$ cat src/rtl/sram_arbiter.sv
`default_nettype none
// ============================================================================
//  Module   : sram_arbiter
//  Purpose  : Round-robin arbiter for the CPU instruction and data ports,
//             serving two single-port RAMs through a multi-cycle access FSM.
//  Revision : 1.0  initial release
// ============================================================================
module sram_arbiter #(
    parameter int RAM_LAT = 2
) (
    input  logic        clk,
    input  logic        reset,

    input  logic        inst_sram_en,
    input  logic [3:0]  inst_sram_we,
    input  logic [31:0] inst_sram_addr,
    input  logic [31:0] inst_sram_wdata,
    output logic [31:0] inst_sram_rdata,
    output logic        is_if_read,

    input  logic        data_sram_en,
    input  logic [3:0]  data_sram_we,
    input  logic [31:0] data_sram_addr,
    input  logic [31:0] data_sram_wdata,
    output logic [31:0] data_sram_rdata,
    output logic        is_mem_read,

    output logic        base_ram_en,
    output logic [3:0]  base_ram_we,
    output logic [19:0] base_ram_addr,
    output logic [31:0] base_ram_wdata,
    input  logic [31:0] base_ram_rdata,

    output logic        ext_ram_en,
    output logic [3:0]  ext_ram_we,
    output logic [19:0] ext_ram_addr,
    output logic [31:0] ext_ram_wdata,
    input  logic [31:0] ext_ram_rdata
);

    typedef enum logic [1:0] {
        S_IDLE   = 2'd0,
        S_ACCESS = 2'd1,
        S_DONE   = 2'd2
    } state_t;

    localparam logic [1:0] c_tgt_none = 2'd0;
    localparam logic [1:0] c_tgt_base = 2'd1;
    localparam logic [1:0] c_tgt_ext  = 2'd2;
    localparam logic [2:0] c_cnt_init = 3'(RAM_LAT - 1);

    state_t      r_state;
    state_t      w_state_next;
    logic [2:0]  r_cnt;
    logic        r_last_data;
    logic        r_port_data;
    logic [1:0]  r_tgt;
    logic        r_is_write;

    logic        w_req_any;
    logic        w_gnt_data;
    logic        w_grant;
    logic        w_last;
    logic [31:0] w_addr;
    logic [3:0]  w_we;
    logic [31:0] w_wdata;
    logic [1:0]  w_tgt;
    logic [31:0] w_rd_word;
    logic        w_unused;

    assign w_unused = ^{inst_sram_addr[1:0], data_sram_addr[1:0]};

    // Data wins a tie unless it was the last port served.
    assign w_req_any  = inst_sram_en | data_sram_en;
    assign w_gnt_data = data_sram_en & (~inst_sram_en | ~r_last_data);
    assign w_grant    = (r_state == S_IDLE) && w_req_any;
    assign w_last     = (r_state == S_ACCESS) && (r_cnt == 3'd0);

    assign w_addr  = w_gnt_data ? data_sram_addr  : inst_sram_addr;
    assign w_we    = w_gnt_data ? data_sram_we    : inst_sram_we;
    assign w_wdata = w_gnt_data ? data_sram_wdata : inst_sram_wdata;

    always_comb begin
        w_tgt = c_tgt_none;
        if (w_addr[31:22] == 10'h200) begin
            w_tgt = c_tgt_base;
        end else if (w_addr[31:22] == 10'h201) begin
            w_tgt = c_tgt_ext;
        end
    end

    always_comb begin
        w_rd_word = 32'h0;
        if (r_tgt == c_tgt_base) begin
            w_rd_word = base_ram_rdata;
        end else if (r_tgt == c_tgt_ext) begin
            w_rd_word = ext_ram_rdata;
        end
    end

    always_ff @(posedge clk or posedge reset) begin
        if (reset) begin
            r_state <= S_IDLE;
        end else begin
            r_state <= w_state_next;
        end
    end

    always_comb begin
        w_state_next = r_state;
        case (r_state)
            S_IDLE:   if (w_req_any) w_state_next = S_ACCESS;
            S_ACCESS: if (r_cnt == 3'd0) w_state_next = S_DONE;
            S_DONE:   w_state_next = S_IDLE;
            default:  w_state_next = S_IDLE;
        endcase
    end

    // The RAM output registers double as the latched address/strobe/data.
    always_ff @(posedge clk or posedge reset) begin
        if (reset) begin
            r_cnt           <= 3'd0;
            r_last_data     <= 1'b0;
            r_port_data     <= 1'b0;
            r_tgt           <= c_tgt_none;
            r_is_write      <= 1'b0;
            base_ram_en     <= 1'b0;
            base_ram_we     <= 4'h0;
            base_ram_addr   <= 20'h0;
            base_ram_wdata  <= 32'h0;
            ext_ram_en      <= 1'b0;
            ext_ram_we      <= 4'h0;
            ext_ram_addr    <= 20'h0;
            ext_ram_wdata   <= 32'h0;
            inst_sram_rdata <= 32'h0;
            data_sram_rdata <= 32'h0;
            is_if_read      <= 1'b0;
            is_mem_read     <= 1'b0;
        end else begin
            is_if_read  <= 1'b0;
            is_mem_read <= 1'b0;
            if (w_grant) begin
                r_cnt          <= c_cnt_init;
                r_last_data    <= w_gnt_data;
                r_port_data    <= w_gnt_data;
                r_tgt          <= w_tgt;
                r_is_write     <= (w_we != 4'h0);
                base_ram_en    <= (w_tgt == c_tgt_base);
                base_ram_we    <= (w_tgt == c_tgt_base) ? w_we : 4'h0;
                base_ram_addr  <= (w_tgt == c_tgt_base) ? w_addr[21:2] : 20'h0;
                base_ram_wdata <= (w_tgt == c_tgt_base) ? w_wdata : 32'h0;
                ext_ram_en     <= (w_tgt == c_tgt_ext);
                ext_ram_we     <= (w_tgt == c_tgt_ext) ? w_we : 4'h0;
                ext_ram_addr   <= (w_tgt == c_tgt_ext) ? w_addr[21:2] : 20'h0;
                ext_ram_wdata  <= (w_tgt == c_tgt_ext) ? w_wdata : 32'h0;
            end else if (w_last) begin
                base_ram_en    <= 1'b0;
                base_ram_we    <= 4'h0;
                base_ram_addr  <= 20'h0;
                base_ram_wdata <= 32'h0;
                ext_ram_en     <= 1'b0;
                ext_ram_we     <= 4'h0;
                ext_ram_addr   <= 20'h0;
                ext_ram_wdata  <= 32'h0;
                if (!r_is_write) begin
                    if (r_port_data) begin
                        data_sram_rdata <= w_rd_word;
                    end else begin
                        inst_sram_rdata <= w_rd_word;
                    end
                end
                is_mem_read <= r_port_data;
                is_if_read  <= ~r_port_data;
            end else if (r_state == S_ACCESS) begin
                r_cnt <= r_cnt - 3'd1;
            end
        end
    end

endmodule
`default_nettype wire

$ cat config.mk
export PLATFORM = sky130hd
export DESIGN_NAME = sram_arbiter
export DESIGN_NICKNAME = d
export VERILOG_FILES = /design/src/rtl/sram_arbiter.sv
export SDC_FILE = /design/constraint.sdc
export NUM_CORES = 1
export LEC_CHECK = 0
export BUFFER_PORTS_ARGS = -buffer_cell sky130_fd_sc_hd__buf_2
export CORE_AREA = 5 5 145 147
export CTS_CLUSTER_SIZE = 16
export DETAILED_ROUTE_END_ITERATION = 8
export DIE_AREA = 0 0 150 152
export HOLD_SLACK_MARGIN = 0.05
export PLACE_DENSITY = 0.71
export SLEW_MARGIN = 20
export SYNTH_ARGS = -nofsm -noshare
export SYNTH_HDL_FRONTEND = slang
export SYNTH_SLANG_ARGS = --single-unit
$ cat constraint.sdc
create_clock -name clk -period 10.5 [get_ports clk]
set_input_delay 0.525 -clock clk [delete_from_list [all_inputs] [get_ports clk]]
set_output_delay 0.525 -clock clk [all_outputs]
set_load 0.005 [all_outputs]
==> flow_summary.toml, run 1 <==
[power_and_ir_drop]
ir_worst_vdd_mv = 0.1122
p_leak_uw = 0.005450
power_uw = 2113
p_per_area_nw_per_um2 = 204.2

[layout]
area_growth_syn_to_layout_pct = 34.95
layoutNonFillerInstCount = 1374
final_nets = 1296
final_cell_mix = "buf_2 (379), dfrtp_1 (189), nand2_1 (156)"
fin_area_um2 = 10350
layout-drive-gt1-share = 0.3893
layout_commonest_cell = "buf_2"

[clocking]
cts.clk_slew.worst_paths_ns = 0.07
htreeDepth = 4
cts_buffers = 17
cts_resized = 0
clk_latency_ns = 0.42
cts-root-buf = "clkbuf_16"
clock-sinks = 189
holdBufCountCts = 0
post_cts_buffers = 0
clock_path_buffers = 2
tritoncts = "done"

[detailed_routing]
vias = 6693
drt_wl_total_um = 23450
avgViaCountPerCell = 4.871
wl_per_cell_um = 17.07
dr.first_iter.drc_count = 271
antenna_left = 0
drc_errors = 0
dr.pass1.iters = 4

[place]
post-dp-hpwl_um = 17190
dp_cells = 1341
numPortBuffers = 379
dpl_cell_area_um2 = 9778
gp_congestion = 0.7956

[critical_path]
crit_type = "flip-flop to flip-flop"
crit_start = "r_port_data"
worst-path-max-fanout = 63
rrSetupSlack_ns = 7.31
endpoint = "ext_ram_wdata[30]"
cp-end-kind = "flip-flop"
r2r_cells = 6
rr_startpoint = "r_port_data"
r2r-end = "ext_ram_wdata[30]"
critPathLaunchType = "flip-flop"
required_ns = 10.77
worst-endpoint-arrival_ns = 3.46

[sta]
setup_violations = 0
finalClockSkew_ns = 0.01220
max_slew_margin = 0.2968
tns_ns = 0
slew_viol_final = 0
fin_crit_ns = 3.189
layout_worst_path_cycle_share = 0.3037
worst_slew_pin_slew_ns = 1.055
rsz0062_at_grt = "false"
hold_viol = 0
clock.fmax_mhz = 313.6

[grt]
grt_use_total = 0.2019
grt_pass1_wl_um = 36400
antenna_found_initial = 3
grt_max_degree = 121
grt_overflow_total = 0
grt_pass1_vias = 6766

[synthesis]
synth_edf_count = 0
ys_seq_elements = 189
yosys.area.top_type = "dfrtp_1"
syn_inst = 736
synthesis.nets = 942
yosysTopAreaCellShare = 0.6168
synth_flop_cell = "dfrtp_1"
synthTopCellsByArea = "dfrtp_1 (62%), nand2_1 (7.6%), mux2i_1 (7.3%)"
avgSynthCellArea_um2 = 10.42
synth_cell_types = 35
yosysSeqAreaShare = 0.6168
synth_area_um2 = 7667
yosysWarningCount = 0
async_reset_ff_frac = 1.000

[floorplan]
ios = 384
initial_core_util = 0.3877
die_y_um = 152
fp.dieW_um = 150
design.die.area_um2 = 22800
core-area_um2 = 19780
rows = 52

[job]
cap_violations = 0

[min_path]
worstHoldPathType = "primary input to async pin"

[run_status]
outcome = "complete, no violations"
## power breakdown
| part | internal, µW | switching, µW |
|---|---|---|
| Sequential | 867 | 75.6 |
| Clock | 320 | 300 |
| Combinational | 221 | 330 |
## metal layers
layer,share of wire,vias to the layer above,track usage,wire (µm)
met5,0.00055,-,0,13
met1,0.40,3175,0.2421,9290
met4,0.012,2,0.05272,279
li1,-,3237,-,-
met3,0.095,19,0.06971,2227
met2,0.50,260,0.3464,11640
## stage by stage
stage	worst slack (ns)	hold slack (ns)	utilization
CTS	7.277	0.2909	0.5229
finish	7.311	0.2843	0.5232
global placement	7.259	0.4563	0.4944
global route	7.118	0.3343	0.5232
detailed placement	7.160	0.4654	0.4944
floorplan	4.833	0.4607	-
## final cells by class
class | instances | area, µm²
Fill cell | 1856 | 9432
Multi-Input combinational cell | 489 | 2720
Antenna cell | 2 | 5.005
Clock buffer | 18 | 439.2
Tap cell | 270 | 337.8
Inverter | 5 | 26.28
Timing Repair Buffer | 388 | 1964
Sequential cell | 189 | 4730
Clock inverter | 13 | 125.1
## Yosys cell counts, types with 4 or more instances
cell type and instances:
a21oi_1 32, a22oi_1 32, buf_2 8, buf_6 4, clkbuf_1 39, dfrtp_1 189, inv_1 5, mux2i_1 56
nand2_1 156, nor2_1 38, o21ai_0 106, o21ai_1 38
## flip-flops by register name, indices dropped and copies added, names as in the netlist
name / cells
base_ram_wdata: 32
data_sram_rdata: 32
ext_ram_wdata: 32
inst_sram_rdata: 32
base_ram_addr: 20
ext_ram_addr: 20
base_ram_we: 4
ext_ram_we: 4
r_cnt: 3
r_state: 2
r_tgt: 2
base_ram_en: 1
ext_ram_en: 1
is_if_read: 1
is_mem_read: 1
r_is_write: 1
r_port_data: 1
## worst min-delay path by stage
stage | depth (start not counted) | slack [ns] | start | endpoint
finish | 2 | 0.28 | reset | ext_ram_wdata[20]
global route | 2 | 0.33 | reset | inst_sram_rdata[25]
CTS | 2 | 0.29 | reset | inst_sram_rdata[14]
detailed placement | 2 | 0.47 | data_sram_rdata[19] | data_sram_rdata[19]
global placement | 2 | 0.46 | data_sram_rdata[29] | data_sram_rdata[29]
floorplan | 2 | 0.46 | r_tgt[1] | r_tgt[1]
## logic make-up (layout without fill, tap and decap cells)
group           count (synthesis)  after routing  synth area share
xor+xnor                        1              1          0.001143
flops                         189            189            0.6168
buf+inv                        58            424           0.03459
fa+ha+maj                       2              2          0.003263
simple gates                  211            211            0.1108
other cells                     0              2                 0
mux                            58             58           0.07604
compound gates                217            217            0.1573
## worst max-delay path: stages, from the launching register on
cell and delay, ns:
dfrtp_1 0.49, a21boi_4 0.18, buf_4 0.75, mux2_1 0.49, o2111ai_4 0.36, buf_4 0.48, o21ai_0 0.17
Note: power is estimated with default switching activity, not from simulation.
==> run 2: changes to the inputs <==
--- a/config.mk
+++ b/config.mk
@@ -5,13 +5,14 @@
 export SDC_FILE = /design/constraint.sdc
 export NUM_CORES = 1
 export LEC_CHECK = 0
+export ABC_AREA = 1
 export BUFFER_PORTS_ARGS = -buffer_cell sky130_fd_sc_hd__buf_2
-export CORE_AREA = 5 5 145 147
+export CORE_MARGIN = 5
+export CORE_UTILIZATION = 45
 export CTS_CLUSTER_SIZE = 16
 export DETAILED_ROUTE_END_ITERATION = 8
-export DIE_AREA = 0 0 150 152
 export HOLD_SLACK_MARGIN = 0.05
-export PLACE_DENSITY = 0.71
+export PLACE_DENSITY = 0.76
 export SLEW_MARGIN = 20
 export SYNTH_ARGS = -nofsm -noshare
 export SYNTH_HDL_FRONTEND = slang
==> constraint.sdc (replaced) <==
create_clock -name clk -period 3 [get_ports clk]
set_input_delay 0.15 -clock clk [delete_from_list [all_inputs] [get_ports clk]]
set_output_delay 0.15 -clock clk [all_outputs]
set_load 0.005 [all_outputs]
==> run 2 against run 1 <==
Effect of this change: combinational power rose to 3.3 times the previous value; worst setup slack lost 6.4 ns; sequential share of layout area decreased by 5.0 points; clock power rose to 3.8 times the previous value; core utilization grew 7.6 points; synthesized area up 16%; cell count increased by 29%; sequential power grew to 3.1 times the previous value; flip-flop and latch count is the same.
==> flow_summary.toml, run 2 <==
[place]
post-dp-hpwl_um = 20010
numPortBuffers = 379
gp_congestion = 0.8496

[sta]
clock.fmax_mhz = 469.6
tns_ns = 0
fin_crit_ns = 2.129
finalClockSkew_ns = 0.01376
layout_worst_path_cycle_share = 0.7098
setup_violations = 0
max_slew_margin = 0.3117
worst_slew_pin_slew_ns = 1.031
rsz0062_at_grt = "false"
hold_viol = 0
slew_viol_final = 0

[critical_path]
worst-endpoint-arrival_ns = 2.46
crit_type = "flip-flop to flip-flop"
slowest_stage = "buf_4"
critPathBufInv = 2
critical-path-max-stage-delay_ns = 0.44
critPathLaunchType = "flip-flop"
cp-end-kind = "flip-flop"
required_ns = 3.33
cp_cell_sequence = "nand2_1 -> nand2_2 -> inv_2 -> nand3_1 -> nand2_4 -> buf_4 -> nand2_1 -> o21ai_0"
worst-path-max-fanout = 50
path_delay_family = "buffers and inverters"
path_common_cell = "nand2_1"

[floorplan]
core-area_um2 = 19400
die_y_um = 150.3
design.die.area_um2 = 22600
initial_core_util = 0.4568
rows = 51
fp.dieW_um = 150.3
ios = 384

[layout]
layout-drive-gt1-share = 0.2924
fill_cells = 1800
layout_commonest_cell = "nand2_1"
final_nets = 1699
final_cell_mix = "nand2_1 (502), buf_2 (379), dfrtp_1 (189)"
area_growth_syn_to_layout_pct = 31.08

[synthesis]
ys_seq_elements = 189
synthesis.nets = 1352
synth_cell_types = 23
synth_flop_cell = "dfrtp_1"
yosys.area.top_type = "dfrtp_1"
synthTopCellsByArea = "dfrtp_1 (53%), nand2_1 (21%), nand3_1 (10%)"
synth_area_um2 = 8861
synthTopCellsByCount = "nand2_1 (502), dfrtp_1 (189), nand3_1 (179)"
async_reset_ff_frac = 1.000
yosysWarningCount = 0
synth_edf_count = 0
syn_inst = 1146
avgSynthCellArea_um2 = 7.732
yosysTopAreaCellShare = 0.5337
yosysSeqAreaShare = 0.5337
yosysMostFrequentCell = "nand2_1"

[detailed_routing]
dr.first_iter.drc_count = 344
antenna_left = 0
avgViaCountPerCell = 4.852
dr.pass1.iters = 5
drc_errors = 0
wl_per_cell_um = 15.69
drt_wl_total_um = 27830
vias = 8607

[clocking]
cts_buffers = 17
clock_path_buffers = 2
cts_resized = 0
cts.clk_slew.worst_paths_ns = 0.07
tritoncts = "done"
clock-sinks = 189
htreeDepth = 4
clk_latency_ns = 0.43
cts-root-buf = "clkbuf_16"

[grt]
grt_use_total = 0.2417
grt_overflow_total = 0
grt_max_degree = 70
grt_pass1_wl_um = 43060
antenna_found_initial = 2
grt_pass1_vias = 8423

[job]
cap_violations = 0

[run_status]
outcome = "complete, no violations"

[power_and_ir_drop]
power_uw = 7123
ir_worst_vdd_mv = 0.3755
p_per_area_nw_per_um2 = 613.2
p_leak_uw = 0.007032

[min_path]
worstHoldPathType = "primary input to flip-flop"
## run 2: cell count changes after synthesis, sizes merged, moves of 7 or more
cell / previous run / this run
nor2: 38 / 21
nand3b: 2 / 9
nand2: 156 / 506
a22oi: 32 / 0
o21ai: 144 / 71
a21oi: 32 / 1
inv: 5 / 85
nand3: 0 / 181
buf: 14 / 40
mux2i: 56 / 0
## run 2: final cells by class
type                       instances  area, µm²  area share
tap                              265      331.6     0.02855
clock inverter                    14      172.7     0.01487
inverter                          85      324.1     0.02790
clock buffer                      17      425.4     0.03663
antenna                            4      10.01   0.0008618
multi-input combinational        795       3410      0.2935
sequential                       189       4730      0.4072
timing repair buffer             405       2212      0.1905
## run 2: repair_timing
action	in CTS	in global routing
hold endpoints to repair	28	0
hold buffers	8	0
buffers inserted	0	0
endpoints found under the setup margin	0	0
## run 2: tightest hold or removal path, stage by stage
cell and delay [ns]:
buf_2 0.07, nand2_1 0.04, nand2_1 0.07, nand3_1 0.07, nand2_1 0.05
## run 2: per-stage QoR
stage / setup WS [ns] / cell area [µm²] / instances / hold slack [ns] / util
after floorplan: 0.4155 / 8865 / 1146 / 0.3973 / -
after global placement: 0.8531 / 10930 / 1731 / 0.2382 / 0.5633
after detailed placement: 0.8238 / 10930 / 1731 / 0.2434 / 0.5633
after CTS: 0.8279 / 11600 / 1770 / 0.05046 / 0.5982
after global routing: 0.6485 / 11610 / 1771 / 0.07392 / 0.5984
final: 0.8707 / 11610 / 1774 / 0.06476 / 0.5987
## run 2: report_power, final
part	total [µW]	switching (µW)	internal, µW	leakage, µW
clock	2330	1070	1260	0.000289
sequential	2960	139	2820	0.00253
combinational	1830	1190	641	0.00421
## run 2: logic make-up (layout without fill, tap and decap cells)
kind of cell               count (synthesis)  in the layout  synth area share
and+or+nand+nor                          718            718            0.3385
adders and majority gates                  2              2          0.002824
buffers and inverters                    162            521           0.08204
DFF                                      189            189            0.5337
AOI/OAI and AO/OA                         75             75           0.04293
other                                      0              4                 0
## run 2: metal layers
layer	track usage	up-vias	wire length, µm
li1	-	4279	-
met1	0.2843	3936	10740
met2	0.4189	356	13650
met3	0.07495	36	2746
met4	0.08326	0	686
met5	0	-	0
## run 2: final timing paths
kind                                    startpoint                  end  slack [ns]  cells after the start
worst min register to register  base_ram_wdata[11]   base_ram_wdata[11]        0.48                      2
worst max register to register         r_port_data             r_tgt[1]        0.87                      8
worst min-delay path             data_sram_addr[4]     base_ram_addr[2]        0.06                      5
worst max-delay path                   r_port_data             r_tgt[1]        0.87                      8
max in group asynchronous                    reset   base_ram_wdata[27]        1.93                      4
min in group asynchronous                    reset  data_sram_rdata[22]        0.32                      3
==> run 3: changes to the inputs <==
--- a/config.mk
+++ b/config.mk
@@ -8,7 +8,7 @@
 export ABC_AREA = 1
 export BUFFER_PORTS_ARGS = -buffer_cell sky130_fd_sc_hd__buf_2
 export CORE_MARGIN = 5
-export CORE_UTILIZATION = 45
+export CORE_UTILIZATION = 43
 export CTS_CLUSTER_SIZE = 16
 export DETAILED_ROUTE_END_ITERATION = 8
 export HOLD_SLACK_MARGIN = 0.05
==> constraint.sdc (replaced) <==
create_clock -name clk -period 1.9 [get_ports clk]
set_input_delay 0.095 -clock clk [delete_from_list [all_inputs] [get_ports clk]]
set_output_delay 0.095 -clock clk [all_outputs]
set_load 0.005 [all_outputs]
==> run 3 against run 2 <==
Effect of this change: combinational power rose by 80%; cell count rose by 5.6%; register-to-register slack got worse by 0.77 ns; first-iteration DRC count rose by 100%; non-clock buffer count rose by 96; maximum frequency rose by 18%; sequential power rose by 58%; cell area rose by 8.3%; worst hold slack improved by 0.0064 ns; largest cell class unchanged.
==> flow_summary.toml, run 3 (synthesis results as in run 2) <==
[run_status]
outcome = "complete, no violations"

[grt]
antenna_found_initial = 2
grt_use_total = 0.2549
grt_pass1_vias = 9450
grt_pass1_wl_um = 48780
grt_max_degree = 113
grt_overflow_total = 0

[job]
cap_violations = 0

[power_and_ir_drop]
clock_power_share = 0.298
p_sw_frac = 0.3429
combPwrFrac = 0.289
switching_power_uw = 3898
p_seq_frac = 0.412
p_per_area_nw_per_um2 = 903.5
intPower_uw = 7470
p_leak_uw = 0.007463
ir_worst_vdd_mv = 0.5163

[clocking]
cts-root-buf = "clkbuf_16"
htreeDepth = 4
cts.clk_slew.worst_paths_ns = 0.07
cts_buffers = 17
tritoncts = "done"
clock-sinks = 189
clk_latency_ns = 0.43
clock_path_buffers = 2
post_cts_buffers = 0

[min_path]
worstHoldStart = "base_ram_rdata[22]"
hold_depth = 5
hold_path_end = "inst_sram_rdata[22]"
worstHoldPathType = "primary input to flip-flop"

[floorplan]
design.die.area_um2 = 23580
core-area_um2 = 20230
die_y_um = 153.6
ios = 384
rows = 52
fp.dieW_um = 153.6
initial_core_util = 0.4379

[layout]
area_growth_syn_to_layout_pct = 41.99
utilization = 0.6218
layout_commonest_cell = "nand2_1"
final_cell_mix = "nand2_1 (502), buf_2 (379), dfrtp_1 (189)"
final_nets = 1795
fill_cells = 1739
layout-drive-gt1-share = 0.2804
fin_area_um2 = 12580
layoutNonFillerInstCount = 1873

[sta]
whs_ns = 0.07120
rsz0062_at_grt = "false"
fin_crit_ns = 1.801
max_slew_margin = 0.5641
layout_worst_path_cycle_share = 0.9478
setup_violations = 0
hold_viol = 0
finalClockSkew_ns = 0.01613
clock.fmax_mhz = 555.3
slew_viol_final = 0
worst_slew_pin_slew_ns = 0.6538

[critical_path]
r2r_cells = 8
required_ns = 2.26
rrSetupSlack_ns = 0.1
cp-end-kind = "flip-flop"
r2r-end = "ext_ram_wdata[19]"
rr_startpoint = "r_port_data"
worst-path-max-fanout = 70
crit_type = "flip-flop to flip-flop"
worst-endpoint-arrival_ns = 2.16
critPathLaunchType = "flip-flop"

[place]
gp_congestion = 0.8910
post-dp-hpwl_um = 20590
dpl_cell_area_um2 = 11070
dp_cells = 1746
numPortBuffers = 379

[detailed_routing]
dr.pass1.iters = 5
drc_errors = 0
avgViaCountPerCell = 5.096
dr.first_iter.drc_count = 690
antenna_left = 0
wl_per_cell_um = 16.55
drt_wl_total_um = 31010
vias = 9545
## run 3: cell types whose count changed in the layout (fill, tap and decap cells not counted)
cell	delta
clkinv_2	+1
inv_6	-1
buf_4	+3
diode_2	-2
bufinv_16	-2
dlygate4sd3_1	+86
inv_8	-2
clkinv_8	+2
buf_12	+5
clkinvlp_4	-1
buf_6	+2
clkbuf_1	+1
clkinv_4	+2
## run 3: how the worst max path moves through the flow
stage	from	to	slack, ns	cells after the start
floorplan	reset	base_ram_addr[0]	-0.63	1
detailed placement	r_port_data	r_tgt[1]	0.12	8
finish	r_port_data	ext_ram_wdata[19]	0.1	8
global placement	r_port_data	r_tgt[1]	0.15	8
global route	r_tgt[1]	inst_sram_rdata[2]	0.002	7
CTS	r_tgt[1]	inst_sram_rdata[2]	0.05	7
## run 3: through the flow
stage	worst slack, ns	TNS [ns]	power, µW
6_report	0.09916	0	11370
5_1_grt	0.002252	0	12020
4_1_cts	0.05007	0	11440
3_5_place_dp	0.1182	0	7882
3_3_place_gp	0.1509	0	7816
2_1_floorplan	-0.6295	-118.97	6454
## run 3: metal layers
layer / vias to the layer above / wire (µm) / track usage
met1: 4428 / 11560 / 0.3066
met2: 551 / 14920 / 0.4239
li1: 4466 / - / -
met4: 2 / 1363 / 0.1207
met3: 98 / 3151 / 0.07251
met5: - / 13 / 0
## run 3: worst max-delay path, stage by stage (launching register included)
cell and delay (ns):
dfrtp_1 0.37, nand2_1 0.09, nand2_2 0.23, buf_12 0.21, nand3_1 0.14, nand2_4 0.12, buf_12 0.26, nand3_1 0.15
nand2_1 0.10
## run 3: area by class of cell
cell class	count	area, µm²	share of cell area
multi-input cells	795	3410	0.2710
flip-flops and latches	189	4730	0.3759
well taps	270	337.8	0.02685
repair buffers	501	3218	0.2558
clock inverters	13	128.9	0.01024
diodes	2	5.005	0.0003978
clock buffers	18	429.2	0.03411
inverters	85	324.1	0.02576
## run 3: what timing repair did
action | CTS | global route
setup endpoints to repair | 0 | 8
endpoints found under the hold margin | 285 | 0
hold buffers | 94 | 0
resized for setup | 0 | 2
## run 3: power groups by stage
stage / combinational (µW) / clock [µW] / sequential (µW)
global route: 3630 / 3650 / 4740
detailed placement: 3120 / 0 / 4760
CTS: 3280 / 3470 / 4690
finish: 3290 / 3390 / 4690
floorplan: 1670 / 0 / 4780
global placement: 3080 / 0 / 4740
